--- config.mk ---
export PLATFORM = sky130hd
export DESIGN_NAME = x_conditioner
export DESIGN_NICKNAME = d
export VERILOG_FILES = /design/src/rtl/x_conditioner_pkg.sv /design/src/rtl/x_conditioner_sync.sv /design/src/rtl/x_conditioner.sv
export SDC_FILE = /design/constraint.sdc
export NUM_CORES = 1
export LEC_CHECK = 0
export CORE_AREA = 5 5 44 46
export CTS_CLUSTER_DIAMETER = 30
export DETAILED_ROUTE_END_ITERATION = 16
export DIE_AREA = 0 0 49 51
export PLACE_DENSITY = 0.48
export SYNTH_ARGS = -nofsm -noshare
export SYNTH_HDL_FRONTEND = slang
export SYNTH_SLANG_ARGS = --single-unit
--- constraint.sdc ---
create_clock -name clk -period 2.4 [get_ports clk]
set_input_delay 0.6 -clock clk [delete_from_list [all_inputs] [get_ports clk]]
set_output_delay 0.6 -clock clk [all_outputs]
set_load 0.05 [all_outputs]
--- src/rtl/x_conditioner_pkg.sv ---
// x_conditioner_pkg
// Shared definitions for the button conditioner: the debounce FSM state
// encoding and the default synchronizer depth and debounce length.
package x_conditioner_pkg;

  typedef enum logic [1:0] {
    LO      = 2'd0,
    WAIT_HI = 2'd1,
    HI      = 2'd2,
    WAIT_LO = 2'd3
  } deb_state_t;

  localparam int SYNC_STAGES_DEF     = 2;
  localparam int DEBOUNCE_CYCLES_DEF = 4;

endpackage

--- src/rtl/x_conditioner_sync.sv ---
// sync_chain
// Plain flop chain that brings an asynchronous level into the clk domain.
// Ports:
//   clk  - clock, all flops update on the rising edge
//   rst  - synchronous active-low reset, clears every stage
//   d    - asynchronous input level
//   q    - synchronized level (last stage)
module sync_chain #(
  parameter int DEPTH = 2
) (
  input  logic clk,
  input  logic rst,
  input  logic d,
  output logic q
);

  logic [DEPTH-1:0] stage_r;

  // Shift the raw level through DEPTH flops; stage 0 is the metastable one.
  always_ff @(posedge clk) begin
    if (!rst) begin
      stage_r <= '0;
    end else begin
      stage_r <= {stage_r[DEPTH-2:0], d};
    end
  end

  assign q = stage_r[DEPTH-1];

endmodule

--- src/rtl/x_conditioner.sv ---
// x_conditioner
// Conditions a bouncy button into a clean level for a downstream counter:
// synchronizer, four-state debounce FSM with a qualification counter,
// edge strobes, and an optional toggle (push-on/push-off) mode.
// Ports:
//   clk        - clock
//   rst        - synchronous active-low reset
//   btn_raw    - asynchronous bouncy button level
//   mode       - 0 = level mode, 1 = toggle mode (quasi-static)
//   x          - conditioned level (debounced level or toggle state)
//   rise_pulse - one-cycle strobe, first cycle the debounced level is 1
//   fall_pulse - one-cycle strobe, first cycle the debounced level is 0
//   busy       - high while a candidate transition is being qualified
module x_conditioner
  import x_conditioner_pkg::*;
#(
  parameter int SYNC_STAGES     = SYNC_STAGES_DEF,
  parameter int DEBOUNCE_CYCLES = DEBOUNCE_CYCLES_DEF
) (
  input  logic clk,
  input  logic rst,
  input  logic btn_raw,
  input  logic mode,
  output logic x,
  output logic rise_pulse,
  output logic fall_pulse,
  output logic busy
);

  localparam int CW = $clog2(DEBOUNCE_CYCLES) + 1;
  // Value at which the last qualifying sample completes the transition.
  localparam logic [CW-1:0] CNT_LAST = CW'(DEBOUNCE_CYCLES - 1);

  logic            btn_s;
  deb_state_t      state_r;
  deb_state_t      state_next_s;
  logic [CW-1:0]   cnt_r;
  logic [CW-1:0]   cnt_next_s;
  logic            rise_s;
  logic            fall_s;
  logic            rise_r;
  logic            fall_r;
  logic            busy_r;
  logic            tgl_r;
  logic            deb_s;

  sync_chain #(
    .DEPTH (SYNC_STAGES)
  ) u_sync (
    .clk (clk),
    .rst (rst),
    .d   (btn_raw),
    .q   (btn_s)
  );

  // State, counter and output strobe registers.
  always_ff @(posedge clk) begin
    if (!rst) begin
      state_r <= LO;
      cnt_r   <= '0;
      rise_r  <= 1'b0;
      fall_r  <= 1'b0;
      busy_r  <= 1'b0;
    end else begin
      state_r <= state_next_s;
      cnt_r   <= cnt_next_s;
      rise_r  <= rise_s;
      fall_r  <= fall_s;
      busy_r  <= (state_next_s == WAIT_HI) || (state_next_s == WAIT_LO);
    end
  end

  // Next-state, counter and strobe decode. The counter is loaded with 1 on
  // entry to a WAIT state and the exit happens at CNT_LAST, so it can never
  // exceed DEBOUNCE_CYCLES-1 and never wraps.
  always_comb begin
    state_next_s = state_r;
    cnt_next_s   = cnt_r;
    rise_s       = 1'b0;
    fall_s       = 1'b0;
    case (state_r)
      LO: begin
        if (btn_s) begin
          state_next_s = WAIT_HI;
          cnt_next_s   = {{(CW-1){1'b0}}, 1'b1};
        end else begin
          state_next_s = LO;
        end
      end
      WAIT_HI: begin
        if (!btn_s) begin
          state_next_s = LO;
          cnt_next_s   = '0;
        end else if (cnt_r == CNT_LAST) begin
          state_next_s = HI;
          cnt_next_s   = '0;
          rise_s       = 1'b1;
        end else begin
          cnt_next_s   = cnt_r + {{(CW-1){1'b0}}, 1'b1};
        end
      end
      HI: begin
        if (!btn_s) begin
          state_next_s = WAIT_LO;
          cnt_next_s   = {{(CW-1){1'b0}}, 1'b1};
        end else begin
          state_next_s = HI;
        end
      end
      WAIT_LO: begin
        if (btn_s) begin
          state_next_s = HI;
          cnt_next_s   = '0;
        end else if (cnt_r == CNT_LAST) begin
          state_next_s = LO;
          cnt_next_s   = '0;
          fall_s       = 1'b1;
        end else begin
          cnt_next_s   = cnt_r + {{(CW-1){1'b0}}, 1'b1};
        end
      end
      default: begin
        state_next_s = LO;
        cnt_next_s   = '0;
      end
    endcase
  end

  // Toggle state flips at the end of every cycle in which rise_pulse is high,
  // independent of mode so switching modes never loses presses.
  always_ff @(posedge clk) begin
    if (!rst) begin
      tgl_r <= 1'b0;
    end else begin
      tgl_r <= tgl_r ^ rise_r;
    end
  end

  assign deb_s      = (state_r == HI) || (state_r == WAIT_LO);
  // Mode selects between two registered sources so a mode change shows up
  // on x immediately without touching any state.
  assign x          = mode ? tgl_r : deb_s;
  assign rise_pulse = rise_r;
  assign fall_pulse = fall_r;
  assign busy       = busy_r;

endmodule
==> results.toml <==
[critical_path]
arrival_ns = 1.58
required_ns = 1.80
r2r_setup_slack_ns = 1.15
path_max_fanout = 1
crit_type = "input port to output port"
cp-end-kind = "output port"
r2r_cells = 4
critPathLaunchType = "input port"
reg2reg_from = "cnt_r[0]$_SDFFE_PN0P_"
rr_endpoint = "cnt_r[1]$_SDFFE_PN0P_"

[sta]
fin_crit_sh = 0.910
hold_viol = 0
post-route-min-period_ns = 2.18
slew_headroom = 0.669
worst_pin_slew_ns = 0.495
rsz0062_at_grt = "no"
fmax_mhz = 458
finalSetupViolations = 0
finClkSkew_ns = 0.00261
hold_ws_ns = 0.446
setup_ws_ns = 0.216
fin_tns_setup_ns = 0
drv_slew = 0

[synth]
yosys.area.top_type_share = 0.515
ys_warn_count = 0
netlist-cell-type-count = 20
synth-seq-cells = 11
yosys.area.top_type = "dfxtp_1"
netlist_instances = 37
synth_area_leaders = "dfxtp_1, and2_1, and4b_2"
avgSynthCellArea_sq_um = 11.6
netlist_area_sq_um = 428
yosysSeqAreaShare = 0.515
synth_fp_nets = 42

[floorplanning]
core-area_sq_um = 1470
dieArea_sq_um = 2500
fp.dieH_um = 51
die_x_um = 49
pin_count = 8
start_util = 0.291
rows = 14

[cells_and_area]
drive_gt1_frac = 0.234
nNetsFinal = 53
fin_util = 0.366
register_area_sq_um = 220
num-fill-cells = 162
final_area_sq_um = 538
antennaDiodeCount = 0
multiInputGateArea_sq_um = 204
area_growth_pct = 25.7

[routing]
avgRoutedWirePerCell_um = 11.8
detail-route-antenna-nets = 0
drc = 0
firstDrtPassIters = 4
vias = 290
vias_per_cell = 4.60
drtIter0Drc = 1
drt-total-wl_um = 744

[power_and_ir_drop]
p_per_area_nw_per_um2 = 613
p_leak_nw = 0.248
ir_drop_mv = 0.259

[clock_network]
cts_root_buf = "clkbuf_4"
cts_setup_buffers = 0
clk_latency_ns = 0.26
cts.hold.buffers_added = 0
post_cts_resized = 0
cts_sinks = 11
cts_buffer_depth = 2
cts_tree = "done"
ctsHtreeMaxLevel = 1
clk_pin_slew_worst_paths_ns = 0.07
cts_buffers = 3

[grt]
grt_pass1_vias = 308
antenna_found_initial = 0
grt_max_degree = 12
grt_usage = 0.0683
overflow = 0
grt_pass1_wl_mm = 1.26

[place]
place_area_sq_um = 512
place_ws_ns = 0.218
portBuffers = 7
hpwl_um = 545
gp_congestion = 0.614

[hold_path]
hold_class = "register to register"
hold_path_end = "u_sync.stage_r[1]$_SDFF_PN0_"
holdPathStages = 1
holdCritStartpoint = "u_sync.stage_r[0]$_SDFF_PN0_"

[flow_run]
maxCapViolCount = 0

[outcome]
outcome = "complete, no violations"
==> layer usage <==
metal	vias up	wire (um)	global-route usage
met2	6	359	0.107
met5	-	0	0
met4	0	0	0.0538
met3	0	53	0.0291
met1	136	331	0.0726
li1	148	-	-
==> sequential cells by signal, summed over array words and instances, names as in the netlist <==
signal and flops:
cnt_r 3, state_r 2, u_sync.stage_r 2, busy 1, fall_pulse 1, rise_pulse 1
tgl_r 1
==> per-stage QoR <==
step                      total power [mW]  instances
after floorplan                      0.201         37
after global placement               0.207         59
after detailed placement             0.208         59
after CTS                            0.332         63
after global routing                 0.344         63
final                                0.330         63
==> worst max path at each step <==
stage               startpoint  end  slack, ns  cells past startpoint
floorplan                 mode    x       0.77                      1
global placement          mode    x       0.23                      3
detailed placement        mode    x       0.22                      3
CTS                       mode    x       0.21                      3
global route              mode    x       0.19                      3
finish                    mode    x       0.22                      3
==> report_power, final <==
part / switching, mW / internal, mW / total [mW] / leakage, nW
clock: 0.0618 / 0.0643 / 0.126 / 0.0150
combinational: 0.00659 / 0.00892 / 0.0155 / 0.143
sequential: 0.00260 / 0.186 / 0.188 / 0.0893
total: 0.0710 / 0.259 / 0.330 / 0.248
==> kinds of logic after synthesis <==
kind of cell             synth area share
AO/OA/AOI/OAI                      0.0643
adder cells (fa/ha/maj)            0.0292
multiplexers                       0.0497
flip-flops                          0.515
AND/OR/NAND/NOR                     0.275
XOR/XNOR                           0.0585
buffers and inverters             0.00876
==> worst max-delay path, cell delays in order <==
cell and delay, ns:
clkdlybuf4s50_1 0.47, mux2_2 0.33, buf_4 0.19
==> cells in the final DEF, fill, tap and decap left out <==
| cell type | n |
|---|---|
| dfxtp_1 | 11 |
| clkdlybuf4s50_1 | 6 |
| and2_1 | 4 |
| clkbuf_4 | 3 |
| nor2b_1 | 2 |
| nand3b_1 | 2 |
| and4b_2 | 2 |
| and3_2 | 2 |
| mux2_2 | 1 |
| xor2_2 | 1 |
| nor3b_1 | 1 |
| and4b_1 | 1 |
| o21a_1 | 1 |
| mux2i_1 | 1 |
| or2_2 | 1 |
| nand2_1 | 1 |
| a21oi_1 | 1 |
| xor2_1 | 1 |
| o21ai_0 | 1 |
| o211a_1 | 1 |
| ha_1 | 1 |
| clkbuf_1 | 1 |
| buf_4 | 1 |
==> cells in the mapped netlist <==
cell type and number:
dfxtp_1 11, and2_1 4, and3_2 2, and4b_2 2, nand3b_1 2, nor2b_1 2
a21oi_1 1, and4b_1 1, clkbuf_1 1, ha_1 1, mux2_2 1, mux2i_1 1
nand2_1 1, nor3b_1 1, o211a_1 1, o21a_1 1, o21ai_0 1, or2_2 1
xor2_1 1, xor2_2 1
==> area by class of cell <==
class | count | share of cell area
flip-flops and latches | 11 | 0.409
multi-input cells | 25 | 0.379
repair buffers | 7 | 0.126
clock buffers | 4 | 0.0488
well taps | 16 | 0.0372
Power figures use the tool's default switching activity.
